**config.mk**
```make
export PLATFORM = sky130hd
export DESIGN_NAME = mips_muldiv_iter_flat
export DESIGN_NICKNAME = d
export VERILOG_FILES = /design/src/rtl/mips_muldiv_pkg.sv /design/src/rtl/mips_muldiv_iter_if.sv /design/src/rtl/mips_muldiv_signfix.sv /design/src/rtl/mips_muldiv_iter.sv /design/src/flat_wrapper.sv
export SDC_FILE = /design/constraint.sdc
export NUM_CORES = 1
export LEC_CHECK = 0
export BUFFER_PORTS_ARGS = -buffer_cell sky130_fd_sc_hd__buf_2
export CORE_ASPECT_RATIO = 1.2
export CORE_MARGIN = 5
export CORE_UTILIZATION = 35
export CTS_BUF_LIST = sky130_fd_sc_hd__clkbuf_8 sky130_fd_sc_hd__clkbuf_16
export CTS_CLUSTER_SIZE = 40
export DETAILED_ROUTE_END_ITERATION = 8
export GPL_TIMING_DRIVEN = 0
export SYNTH_ARGS = -nofsm -noshare
export SYNTH_HDL_FRONTEND = slang
export SYNTH_SLANG_ARGS = --single-unit
```
**constraint.sdc**
```tcl
create_clock -name clk -period 4.6 [get_ports clk]
set_input_delay 0.92 -clock clk [delete_from_list [all_inputs] [get_ports clk]]
set_output_delay 0.92 -clock clk [all_outputs]
set_load 0.005 [all_outputs]
```
**src/rtl/mips_muldiv_pkg.sv**
```systemverilog
// Shared definitions for the iterative multiply/divide unit.
//   op_e    : operation encodings driven by the control unit
//   state_e : sequencer states
//   clog2   : ceiling log2, used to size the step counter
package mips_muldiv_pkg;

   typedef enum logic [1:0] {
      OP_MULT  = 2'd0,
      OP_MULTU = 2'd1,
      OP_DIV   = 2'd2,
      OP_DIVU  = 2'd3
   } op_e;

   typedef enum logic [1:0] {
      IDLE = 2'd0,
      RUN  = 2'd1,
      FIX  = 2'd2,
      DONE = 2'd3
   } state_e;

   function automatic int unsigned clog2(input int unsigned value);
      int unsigned result;
      result = 0;
      while ((32'd1 << result) < value) result++;
      return result;
   endfunction

endpackage

```
**src/rtl/mips_muldiv_iter_if.sv**
```systemverilog
// Request/result bundle between the control unit (master) and the
// multiply/divide unit (slave).
//   i_start, i_op, i_s, i_t : request, sampled with i_start
//   i_abort                 : only with MIPS_MULDIV_ABORT_EN defined
//   o_busy, o_done          : status
//   o_y_hi, o_y_lo          : HI/LO results
//   o_div_by_zero, o_n, o_z : result flags
interface mips_muldiv_iter_if
   import mips_muldiv_pkg::*;
#(
   parameter int unsigned WIDTH = 32
) ();

   logic             i_start;
   op_e              i_op;
   logic [WIDTH-1:0] i_s;
   logic [WIDTH-1:0] i_t;
`ifdef MIPS_MULDIV_ABORT_EN
   logic             i_abort;
`endif
   logic             o_busy;
   logic             o_done;
   logic [WIDTH-1:0] o_y_hi;
   logic [WIDTH-1:0] o_y_lo;
   logic             o_div_by_zero;
   logic             o_n;
   logic             o_z;

`ifdef MIPS_MULDIV_ABORT_EN
   modport master (output i_start, i_op, i_s, i_t, i_abort,
                   input  o_busy, o_done, o_y_hi, o_y_lo, o_div_by_zero, o_n, o_z);
   modport slave  (input  i_start, i_op, i_s, i_t, i_abort,
                   output o_busy, o_done, o_y_hi, o_y_lo, o_div_by_zero, o_n, o_z);
`else
   modport master (output i_start, i_op, i_s, i_t,
                   input  o_busy, o_done, o_y_hi, o_y_lo, o_div_by_zero, o_n, o_z);
   modport slave  (input  i_start, i_op, i_s, i_t,
                   output o_busy, o_done, o_y_hi, o_y_lo, o_div_by_zero, o_n, o_z);
`endif

endinterface

```
**src/rtl/mips_muldiv_signfix.sv**
```systemverilog
// Conditional two's-complement negation.
//   i_val : input value
//   i_neg : 1 = return -i_val, 0 = return i_val
//   o_val : result
module mips_muldiv_signfix #(
   parameter int unsigned WIDTH = 32
) (
   input  logic [WIDTH-1:0] i_val,
   input  logic             i_neg,
   output logic [WIDTH-1:0] o_val
);

   assign o_val = i_neg ? (~i_val + WIDTH'(1)) : i_val;

endmodule

```
**src/rtl/mips_muldiv_iter.sv**
```systemverilog
// Iterative MULT/MULTU/DIV/DIVU unit producing HI/LO results.
// Radix-2 shift-add multiplier and restoring divider share one WIDTH+1 bit
// accumulator; signed ops run on magnitudes and are corrected in FIX.
//   clk     : rising-edge clock
//   reset_n : asynchronous active-low reset
//   bus     : mips_muldiv_iter_if slave (request, status, results, flags)
// Optional feature: MIPS_MULDIV_ABORT_EN adds bus.i_abort, which drops an
// in-flight operation back to IDLE without a done pulse.
module mips_muldiv_iter
   import mips_muldiv_pkg::*;
#(
   parameter int unsigned WIDTH = 32
) (
   input  logic              clk,
   input  logic              reset_n,
   mips_muldiv_iter_if.slave bus
);

   localparam int unsigned CW = clog2(WIDTH + 1);

   state_e           r_state;
   op_e              r_op;
   logic [WIDTH:0]   r_acc;    // upper product half / partial remainder
   logic [WIDTH-1:0] r_lo;     // multiplier -> lower product / dividend -> quotient
   logic [WIDTH-1:0] r_b;      // multiplicand / divisor
   logic [CW-1:0]    r_cnt;
   logic             r_neg_q;  // negate product or quotient
   logic             r_neg_r;  // negate remainder (sign of S)
   logic             r_dbz;
   logic             r_busy;
   logic             r_done;
   logic             r_dbz_o;
   logic             r_n;
   logic             r_z;
   logic [WIDTH-1:0] r_y_hi;
   logic [WIDTH-1:0] r_y_lo;

   logic [1:0]         w_op;
   logic               w_signed_op;
   logic               w_div_op;
   logic               w_r_div;
   logic               w_abort;
   logic [WIDTH-1:0]   w_s_mag;
   logic [WIDTH-1:0]   w_t_mag;
   logic [WIDTH:0]     w_sum;
   logic [WIDTH:0]     w_shl;
   logic [WIDTH+1:0]   w_diff;
   logic [2*WIDTH-1:0] w_prod;
   logic [WIDTH-1:0]   w_quot;
   logic [WIDTH-1:0]   w_rem;
   logic [WIDTH-1:0]   w_y_hi;
   logic [WIDTH-1:0]   w_y_lo;
   logic               w_n;
   logic               w_z;

   assign w_op        = bus.i_op;
   assign w_signed_op = (w_op == OP_MULT) || (w_op == OP_DIV);
   assign w_div_op    = (w_op == OP_DIV) || (w_op == OP_DIVU);
   assign w_r_div     = (r_op == OP_DIV) || (r_op == OP_DIVU);

`ifdef MIPS_MULDIV_ABORT_EN
   assign w_abort = bus.i_abort;
`else
   assign w_abort = 1'b0;
`endif

   mips_muldiv_signfix #(.WIDTH(WIDTH)) u_s_mag (
      .i_val (bus.i_s),
      .i_neg (w_signed_op & bus.i_s[WIDTH-1]),
      .o_val (w_s_mag)
   );

   mips_muldiv_signfix #(.WIDTH(WIDTH)) u_t_mag (
      .i_val (bus.i_t),
      .i_neg (w_signed_op & bus.i_t[WIDTH-1]),
      .o_val (w_t_mag)
   );

   // Multiply step: acc[WIDTH] is always 0 here, so the sum cannot overflow.
   assign w_sum  = r_acc + {1'b0, (r_lo[0] ? r_b : {WIDTH{1'b0}})};
   // Divide step: shifted remainder and trial subtract; MSB of w_diff is the borrow.
   assign w_shl  = {r_acc[WIDTH-1:0], r_lo[WIDTH-1]};
   assign w_diff = {1'b0, w_shl} - {2'b00, r_b};

   mips_muldiv_signfix #(.WIDTH(2*WIDTH)) u_prod (
      .i_val ({r_acc[WIDTH-1:0], r_lo}),
      .i_neg (r_neg_q),
      .o_val (w_prod)
   );

   mips_muldiv_signfix #(.WIDTH(WIDTH)) u_quot (
      .i_val (r_lo),
      .i_neg (r_neg_q),
      .o_val (w_quot)
   );

   mips_muldiv_signfix #(.WIDTH(WIDTH)) u_rem (
      .i_val (r_acc[WIDTH-1:0]),
      .i_neg (r_neg_r),
      .o_val (w_rem)
   );

   always_comb begin
      w_y_hi = w_rem;
      w_y_lo = w_quot;
      if (r_dbz) begin
         // Divide by zero: raw dividend and all-ones quotient were parked at start.
         w_y_hi = r_acc[WIDTH-1:0];
         w_y_lo = r_lo;
      end else if (!w_r_div) begin
         w_y_hi = w_prod[2*WIDTH-1:WIDTH];
         w_y_lo = w_prod[WIDTH-1:0];
      end
      w_n = w_r_div ? w_y_lo[WIDTH-1] : w_y_hi[WIDTH-1];
      w_z = w_r_div ? (w_y_lo == '0) : ({w_y_hi, w_y_lo} == '0);
   end

   always_ff @(posedge clk or negedge reset_n) begin
      if (!reset_n) begin
         r_state <= IDLE;
         r_op    <= OP_MULT;
         r_acc   <= '0;
         r_lo    <= '0;
         r_b     <= '0;
         r_cnt   <= '0;
         r_neg_q <= 1'b0;
         r_neg_r <= 1'b0;
         r_dbz   <= 1'b0;
         r_busy  <= 1'b0;
         r_done  <= 1'b0;
         r_dbz_o <= 1'b0;
         r_n     <= 1'b0;
         r_z     <= 1'b0;
         r_y_hi  <= '0;
         r_y_lo  <= '0;
      end else begin
         r_done <= 1'b0;
         unique case (r_state)
            IDLE, DONE: begin
               if (bus.i_start) begin
                  r_op    <= bus.i_op;
                  r_neg_q <= w_signed_op & (bus.i_s[WIDTH-1] ^ bus.i_t[WIDTH-1]);
                  r_neg_r <= w_signed_op & bus.i_s[WIDTH-1];
                  r_cnt   <= CW'(WIDTH);
                  r_busy  <= 1'b1;
                  if (w_div_op && (bus.i_t == '0)) begin
                     r_dbz   <= 1'b1;
                     r_acc   <= {1'b0, bus.i_s};
                     r_lo    <= '1;
                     r_b     <= '0;
                     r_state <= FIX;
                  end else begin
                     r_dbz   <= 1'b0;
                     r_acc   <= '0;
                     r_lo    <= w_div_op ? w_s_mag : w_t_mag;
                     r_b     <= w_div_op ? w_t_mag : w_s_mag;
                     r_state <= RUN;
                  end
               end else begin
                  r_state <= IDLE;
               end
            end
            RUN: begin
               if (w_abort) begin
                  r_busy  <= 1'b0;
                  r_state <= IDLE;
               end else if (r_cnt == '0) begin
                  r_state <= FIX;
               end else begin
                  if (w_r_div) begin
                     if (w_diff[WIDTH+1]) begin
                        r_acc <= w_shl;
                        r_lo  <= {r_lo[WIDTH-2:0], 1'b0};
                     end else begin
                        r_acc <= w_diff[WIDTH:0];
                        r_lo  <= {r_lo[WIDTH-2:0], 1'b1};
                     end
                  end else begin
                     r_acc <= {1'b0, w_sum[WIDTH:1]};
                     r_lo  <= {w_sum[0], r_lo[WIDTH-1:1]};
                  end
                  r_cnt <= r_cnt - CW'(1);
               end
            end
            FIX: begin
               r_busy <= 1'b0;
               if (w_abort) begin
                  r_state <= IDLE;
               end else begin
                  r_y_hi  <= w_y_hi;
                  r_y_lo  <= w_y_lo;
                  r_n     <= w_n;
                  r_z     <= w_z;
                  r_dbz_o <= r_dbz;
                  r_done  <= 1'b1;
                  r_state <= DONE;
               end
            end
            default: r_state <= IDLE;
         endcase
      end
   end

   assign bus.o_busy        = r_busy;
   assign bus.o_done        = r_done;
   assign bus.o_y_hi        = r_y_hi;
   assign bus.o_y_lo        = r_y_lo;
   assign bus.o_div_by_zero = r_dbz_o;
   assign bus.o_n           = r_n;
   assign bus.o_z           = r_z;

endmodule

```
**src/flat_wrapper.sv**
```systemverilog
// flat-port wrapper written by rule: the top's interface ports become plain ports
module mips_muldiv_iter_flat import mips_muldiv_pkg::*;
#(
   parameter int unsigned WIDTH = 32
)
  (clk, reset_n, bus_i_start, bus_i_op, bus_i_s, bus_i_t, bus_o_busy, bus_o_done, bus_o_y_hi, bus_o_y_lo, bus_o_div_by_zero, bus_o_n, bus_o_z);
  mips_muldiv_iter_if #(.WIDTH(WIDTH)) bus_i ();
  input  logic clk;
  input  logic reset_n;
  input wire logic [$bits(bus_i.i_start)-1:0] bus_i_start;
  input wire logic [$bits(bus_i.i_op)-1:0] bus_i_op;
  input wire logic [$bits(bus_i.i_s)-1:0] bus_i_s;
  input wire logic [$bits(bus_i.i_t)-1:0] bus_i_t;
  output wire logic [$bits(bus_i.o_busy)-1:0] bus_o_busy;
  output wire logic [$bits(bus_i.o_done)-1:0] bus_o_done;
  output wire logic [$bits(bus_i.o_y_hi)-1:0] bus_o_y_hi;
  output wire logic [$bits(bus_i.o_y_lo)-1:0] bus_o_y_lo;
  output wire logic [$bits(bus_i.o_div_by_zero)-1:0] bus_o_div_by_zero;
  output wire logic [$bits(bus_i.o_n)-1:0] bus_o_n;
  output wire logic [$bits(bus_i.o_z)-1:0] bus_o_z;
  assign bus_i.i_start = bus_i_start;
  assign bus_i.i_op = bus_i_op;
  assign bus_i.i_s = bus_i_s;
  assign bus_i.i_t = bus_i_t;
  assign bus_o_busy = bus_i.o_busy;
  assign bus_o_done = bus_i.o_done;
  assign bus_o_y_hi = bus_i.o_y_hi;
  assign bus_o_y_lo = bus_i.o_y_lo;
  assign bus_o_div_by_zero = bus_i.o_div_by_zero;
  assign bus_o_n = bus_i.o_n;
  assign bus_o_z = bus_i.o_z;
  mips_muldiv_iter #(.WIDTH(WIDTH)) u_core (.clk(clk), .reset_n(reset_n), .bus(bus_i));
endmodule
```
==> summary.md, run 1 <==
| Metric | Value |
|---|---|
| Vias per cell | between 5 and 6 |
| Post-Synth Simple-Gate Area | about 22% |
| Crit end category | register |
| Adder-cell share of the synthesized area | under 10% |
| 1st-pass router iterations | 6 |
| Final setup vio count | 0 |
| Most common cell in the netlist | nor2_1 |
| Top-area cell type share of the netlist area | between 20% and 30% |
| I/O Buffers | around 140 |
| List of most frequent post-synthesis cells | nor2_1, a21oi_1, nand2_1, dfrtp_1, o21ai_0 |
| Fillers | ~4.7k |
| Area leader, netlist | dfrtp_1 |
| Leakage | 7.62 nW |
| Compound-Gate Fraction of Synth Area | roughly a quarter |
| Net Count, Synth | 2240 |
| Area Growth Syn to Fin | 13.2% |
| DRC violations left | 0 |
| Final nets | around 2.4k |
| Design Area, Final | roughly 0.018 mm2 |
| IO Count | between 100 and 150 |
| Synth Instances | between 2k and 2.5k |
| Initial detailed-routing violation count | ~1.8k |
| Antenna violations before repair | 0 |
| Hold WS | roughly 0.38 ns |
| Main synth FF type | dfrtp_1 |
| Clock buffer depth | 2 |
| Die Width | 205 um |
| Starting Density | between 30% and 40% |
| Clk sink count | 178 |
| Synth Area in XOR/XNOR | 8.98% |
| Gr usage total | a little over a quarter |
| Post-route minimum period | roughly 4.4 ns |
| Worst-Margin Slew | 1.10 ns |
| Routability Congestion | roughly 1 |
| Multiplexer share of the synthesized area | about 4.7% |
| Main combinational cell family by area after synthesis | compound AO/OA/AOI/OAI gates |
| H-tree lvl count | 4 |
| Power Density | around 850 mW/mm2 |
| Largest net degree at the start of global routing | ~120 |
| CTS clk-pin slew, worst paths | about 0.070 ns |
| Placed cell area | roughly 0.017 mm2 |
| Overall power | 15.2 mW |
| Core Util, Final | about two fifths |
| Post-synthesis sequential area ratio | ~28% |
| Synth Cell Area | roughly 0.016 mm2 |
| Routed wire per std cell | ~24 um |
| Core Rows | 85 |
| Syn. warnings | 0 |
| Seq cells post-synth | between 150 and 200 |
| Post-Route WL | around 70000 um |
| Die Height | 244 um |
| Vias in the first global route | 16.3k |
| Core area | approximately 0.045 mm2 |
| CTS root buffer | clkbuf_16 |
| Layout cell share with drive strength beyond 1 | 10.3% |
| Detail Placement HPWL | about 56000 um |
| Max-slew violation count | 0 |
| RSZ-0062 raised after global routing | no |
| Highest clock rate | around 230 MHz |
| Total Die Area | ~0.05 mm2 |
| Mean area per synthesized cell | 7.59 um2 |
| Worst min path class | input port to asynchronous set/reset pin |
| Clk Latency, worst-skew pair | roughly 0.47 ns |
| Post-synth EDFFs | 0 |
| Post-CTS setup buffers | 0 |
| WP data required | around 5 ns |
| Yosys cell types | 82 |
| Max-cap violations | 0 |
| Status | completed |
| Period Utilization, post-route | about 96% |
| DRT antenna net count | 0 |
| Post-synth ARST share | 100% |
| TritonCTS buffer count | 17 |
| Worst vdd ir | between 0.3 and 0.4 mV |
| Worst Path Arrival | 4.80 ns |
| Synth top area cells | dfrtp_1, a21oi_1, nor2_1, ha_1, o21ai_0 |
| CP Class | register to register |
| First-pass GRT wire length | between 100000 and 150000 um |
| CTS tree | done |
| Final Hold Vio Count | 0 |
| Post-Route Skew | roughly 0.011 ns |
| Max Fanout on Critical Path | 10 |
| Max-slew headroom | 26.7% |
| Total grt overflow | 0 |
| Vias | 17.0k |
| CTS Hold Bufs | 0 |
| CP Launch Type | register |
## registers in the layout, summed over array words and instances, names as in the netlist, 2 cells and up
name,count
u_core.bus.o_y_hi,32
u_core.bus.o_y_lo,32
u_core.r_lo,32
u_core.r_b,32
u_core.r_acc,33
u_core.r_cnt,6
u_core.r_state,2
## cell usage in the layout (no fill, tap or decap), types with 70 or more instances in the layout
cell	instances
dfrtp_1	178
a21oi_1	220
nand2_1	182
nand3_1	72
clkbuf_1	115
ha_1	73
o21ai_0	172
buf_2	139
xnor2_1	94
nor2_1	271
inv_1	70
## final timing paths
kind	end	cells after the start	from	slack, ns
hold / removal	u_core.bus.o_y_lo[19]$_DFFE_PN0P_	1	reset_n	0.38
setup reg to reg	u_core.r_acc[6]$_DFFE_PN0P_	11	u_core.r_acc[0]$_DFFE_PN0P_	0.18
hold reg to reg	u_core.bus.o_y_hi[27]$_DFFE_PN0P_	1	u_core.bus.o_y_hi[27]$_DFFE_PN0P_	0.48
max in group asynchronous	u_core.r_b[28]$_DFFE_PN0P_	2	reset_n	3.23
setup / recovery	u_core.r_acc[6]$_DFFE_PN0P_	11	u_core.r_acc[0]$_DFFE_PN0P_	0.18
min in group clk	u_core.bus.o_y_hi[27]$_DFFE_PN0P_	1	u_core.bus.o_y_hi[27]$_DFFE_PN0P_	0.48
## metal layers
| layer | global-route usage, % | share of wire [%] | up-vias |
|---|---|---|---|
| li1 | - | - | 7873 |
| met1 | 34.7 | 40 | 8132 |
| met2 | 45.1 | 47 | 829 |
| met3 | 3.87 | 7.5 | 173 |
| met4 | 13.5 | 5.5 | 0 |
| met5 | 0 | 0 | - |
## final cells by class
type | instances | area, um2 | area share, %
multi-input combinational | 1712 | 10700 | 59.3
sequential | 178 | 4450 | 24.7
tap | 609 | 762 | 4.23
timing repair buffer | 137 | 718 | 3.99
buffer | 136 | 534 | 2.97
clock buffer | 19 | 453 | 2.52
inverter | 70 | 263 | 1.46
clock inverter | 13 | 136 | 0.757
antenna | 1 | 2.50 | 0.0139
## where the power goes
group	switching, mW	total (mW)	internal, mW
Clock	0.696	1.52	0.828
Combinational	6.85	10.6	3.76
Sequential	0.783	3.11	2.32
Total	8.33	15.2	6.92
## through the flow
| stage | TNS (ns) | instances | worst slack (ns) |
|---|---|---|---|
| 2_1_floorplan | 0 | 2096 | 0.967 |
| 3_3_place_gp | -62.05 | 2841 | -0.850 |
| 3_5_place_dp | -0.845 | 2842 | -0.845 |
| 4_1_cts | 0 | 2874 | 0.112 |
| 5_1_grt | 0 | 2874 | 0.0122 |
| 6_report | 0 | 2875 | 0.184 |
## critical path, stage by stage (launching register included)
cell,delay [ns]
dfrtp_1,0.57
ha_1,0.30
nor2b_1,0.14
o31ai_1,0.55
a211oi_1,0.26
o211ai_1,0.38
nand4b_1,0.34
a21oi_1,0.26
clkbuf_1,0.50
clkbuf_1,0.60
a211oi_1,0.18
nor3_1,0.24
## kinds of logic after synthesis
kind of cell / after synthesis
buffers and inverters: 206
DFF: 178
xor gates and xnor gates: 163
muxes: 70
and+or+nand+nor: 761
adders and majority gates: 75
AOI/OAI and AO/OA: 643
## repair_timing
| item | CTS | global route |
|---|---|---|
| resized for setup | 5 | 1 |
| endpoints found under the hold margin | 0 | 0 |
| pin swaps | 0 | 1 |
| setup endpoints to repair | 1 | 4 |
| cloned | 0 | 0 |
No activity file was read; power rests on OpenSTA's default activity.
==> run 2, diff against run 1 <==
==> constraint.sdc (replaced) <==
create_clock -name clk -period 4.74 [get_ports clk]
set_input_delay 0.948 -clock clk [delete_from_list [all_inputs] [get_ports clk]]
set_output_delay 0.948 -clock clk [all_outputs]
set_load 0.005 [all_outputs]
==> run 2 against run 1 <==
Compared with the run above: sequential cell count is the same; power shrank 2.9%; global-route usage is essentially flat; sequential share of layout area is the same; die area is the same; non-clock buffer count is the same; first-iteration DRC count grew 5.3%; cell count is the same; via count grew 0.11%; critical path depth grew 2.
==> summary.md, run 2 (synthesis gave the netlist of run 1 again) <==
| Metric | Value |
|---|---|
| Status | completed |
| Area occupied by multi-input gates | 0.0107 mm2 (unchanged) |
| Final nets | 2396 (unchanged) |
| Worst Path Arrival | 4.84 ns (+0.04 ns) |
| Die Height | 244 um (unchanged) |
| CP Launch Type | register |
| Highest-count cells in the layout ignoring fill and taps | nor2_1, a21oi_1, nand2_1 |
| Highest clock rate | 225 MHz (-0.44%) |
| Vias per cell | 5.92 (+0.11%) |
| CTS clk-pin slew, worst paths | 0.08 ns (about the same) |
| Detail Placement HPWL | 55700 um (unchanged) |
| CTS tree | done |
| IO Count | 138 (unchanged) |
| Routability Congestion | 1.01 (unchanged) |
| Gr usage total | 27.2% (about the same) |
| Crit end category | register |
| Slowest cell on the critical path | o41ai_4 |
| Reg area | 0.00445 mm2 (unchanged) |
| Core area | 0.0449 mm2 (unchanged) |
| Post-CTS setup buffers | 0 (unchanged) |
| Power Density | 822 mW/mm2 (-2.9%) |
| Most common cell after layout, fill and taps aside | nor2_1 |
| Final critical-path setup slack | 0.304 ns (+0.120 ns) |
| R2R setup slack | 0.30 ns (+0.12 ns) |
| Final setup vio count | 0 (unchanged) |
| Vias | 17.0k (+0.11%) |
| Clock buffer depth | 2 (unchanged) |
| RSZ-0062 raised after global routing | no |
| Period Utilization, post-route | 93.6% (-2.4 points) |
| Worst vdd ir | 0.380 mV (-3.4%) |
| Antenna violations before repair | 0 (unchanged) |
| Area Growth Syn to Fin | 13.2% (unchanged) |
| CTS root buffer | clkbuf_16 |
| Hold WS | 0.398 ns (+0.0195 ns) |
| First-pass GRT wire length | 103000 um (unchanged) |
| I/O Buffers | 136 (unchanged) |
| Total Die Area | 0.0498 mm2 (unchanged) |
| DRC violations left | 0 (unchanged) |
| Max-slew violation count | 0 (unchanged) |
| Final Hold Vio Count | 0 (unchanged) |
| WP data required | 5.14 ns (+0.16 ns) |
| Overall power | 14.8 mW (-2.9%) |
| Worst-Margin Slew | 1.13 ns (+0.0317 ns) |
| TritonCTS buffer count | 17 (unchanged) |
| Worst path max stage delay | 0.50 ns (-0.10 ns) |
| Total grt overflow | 0 (unchanged) |
| Reg2reg path depth | 13 (+2) |
| Crit path cell chain | inv_1, clkbuf_4, ha_1, nand2b_1, nor4_4, a41o_1, buf_2, o21ai_0, xor2_1, a2111oi_0, nand4_1, o41ai_4, a32o_1 |
| H-tree lvl count | 4 (unchanged) |
| Routed wire per std cell | 24.4 um (+0.16%) |
| Fillers | 4731 (unchanged) |
| Largest register FFs | 33 (unchanged) |
| Pre-CTS WS | -0.705 ns (+0.140 ns) |
| Max-slew headroom | 24.5% (-2.1 points) |
| Initial detailed-routing violation count | 1872 (+5.3%) |
| Largest net degree at the start of global routing | 117 (unchanged) |
| CP Class | register to register |
| Core Rows | 85 (unchanged) |
| 1st-pass router iterations | 5 (-1) |
| Starting Density | 35.4% (unchanged) |
| Vias in the first global route | 16.3k (+0.092%) |
| Die Width | 205 um (unchanged) |
| CTS Hold Bufs | 0 (unchanged) |
| Layout cell share with drive strength beyond 1 | 10.3% (unchanged) |
| Max-cap violations | 0 (unchanged) |
| Post-Route WL | 70100 um (+0.16%) |
| DRT antenna net count | 0 (unchanged) |
| Clk sink count | 178 (unchanged) |
| Clk Latency, worst-skew pair | 0.47 ns (about the same) |
| Post-route minimum period | 4.44 ns (+0.0196 ns) |
| Worst R2R End | u_core.bus.o_z$_DFFE_PN0P_ |
| Max Fanout on Critical Path | 11 (+1) |
| Most flops, register | u_core.r_acc |
| Worst R2R Start | u_core.r_lo[0]$_DFFE_PN0P_ |
| Worst min path class | input port to asynchronous set/reset pin |
| Leakage | 7.62 nW (about the same) |
| Post-Route Skew | 0.0129 ns (+0.00195 ns) |
==> run 2: layer usage <==
layer | global-route usage [%] | vias up | routed length [um]
met2 | 45.1 | 850 | 32900
met1 | 34.4 | 8127 | 28000
met3 | 4.20 | 182 | 5380
met5 | 0 | - | 0
met4 | 13.5 | 0 | 3900
li1 | - | 7866 | -
==> run 2: metrics by stage <==
step | cells | setup TNS [ns] | util, % | area [um2]
after floorplan | 2096 | 0 | - | 15900
after global placement | 2841 | -41.98 | 38.7 | 17300
after detailed placement | 2842 | -0.705 | 38.7 | 17400
after CTS | 2874 | 0 | 40.1 | 18000
after global routing | 2874 | 0 | 40.1 | 18000
final | 2875 | 0 | 40.1 | 18000
==> run 2: final cells by class <==
type,count,share of cell area (%)
Multi-Input combinational cell,1712,59.3
Sequential cell,178,24.7
Tap cell,609,4.23
Timing Repair Buffer,137,3.99
Buffer,136,2.97
Clock buffer,19,2.52
Inverter,70,1.46
Clock inverter,13,0.757
Antenna cell,1,0.0139
==> run 2: what timing repair did <==
| action | 4_1_cts | 5_1_grt |
|---|---|---|
| pin swaps | 0 | 1 |
| endpoints found under the setup margin | 1 | 3 |
| resized for setup | 3 | 3 |
==> run 2: worst max-delay path by stage <==
stage | start | to | slack, ns | cells after the start
global route | u_core.r_lo[0]$_DFFE_PN0P_ | u_core.bus.o_z$_DFFE_PN0P_ | 0.10 | 13
detailed placement | u_core.r_lo[0]$_DFFE_PN0P_ | u_core.bus.o_z$_DFFE_PN0P_ | -0.70 | 13
global placement | u_core.r_lo[0]$_DFFE_PN0P_ | u_core.bus.o_z$_DFFE_PN0P_ | -0.71 | 13
floorplan | bus_i_t[1] | u_core.r_lo[20]$_DFFE_PN0P_ | 1.08 | 11
finish | u_core.r_lo[0]$_DFFE_PN0P_ | u_core.bus.o_z$_DFFE_PN0P_ | 0.30 | 13
CTS | u_core.r_lo[0]$_DFFE_PN0P_ | u_core.bus.o_z$_DFFE_PN0P_ | 0.04 | 13
==> run 2: critical path: cells and delay by family, from the launching register on <==
family | cells | cell delay (ns)
buf+inv | 3 | 0.96
fa+ha+maj | 1 | 0.25
compound gates | 5 | 1.78
flops | 1 | 0.47
xor+xnor | 1 | 0.23
simple gates | 3 | 0.68
==> run 2: power by group <==
| group | switching, mW | internal, mW |
|---|---|---|
| Clock | 0.682 | 0.804 |
| Sequential | 0.762 | 2.26 |
| Combinational | 6.65 | 3.65 |
| Total | 8.09 | 6.71 |
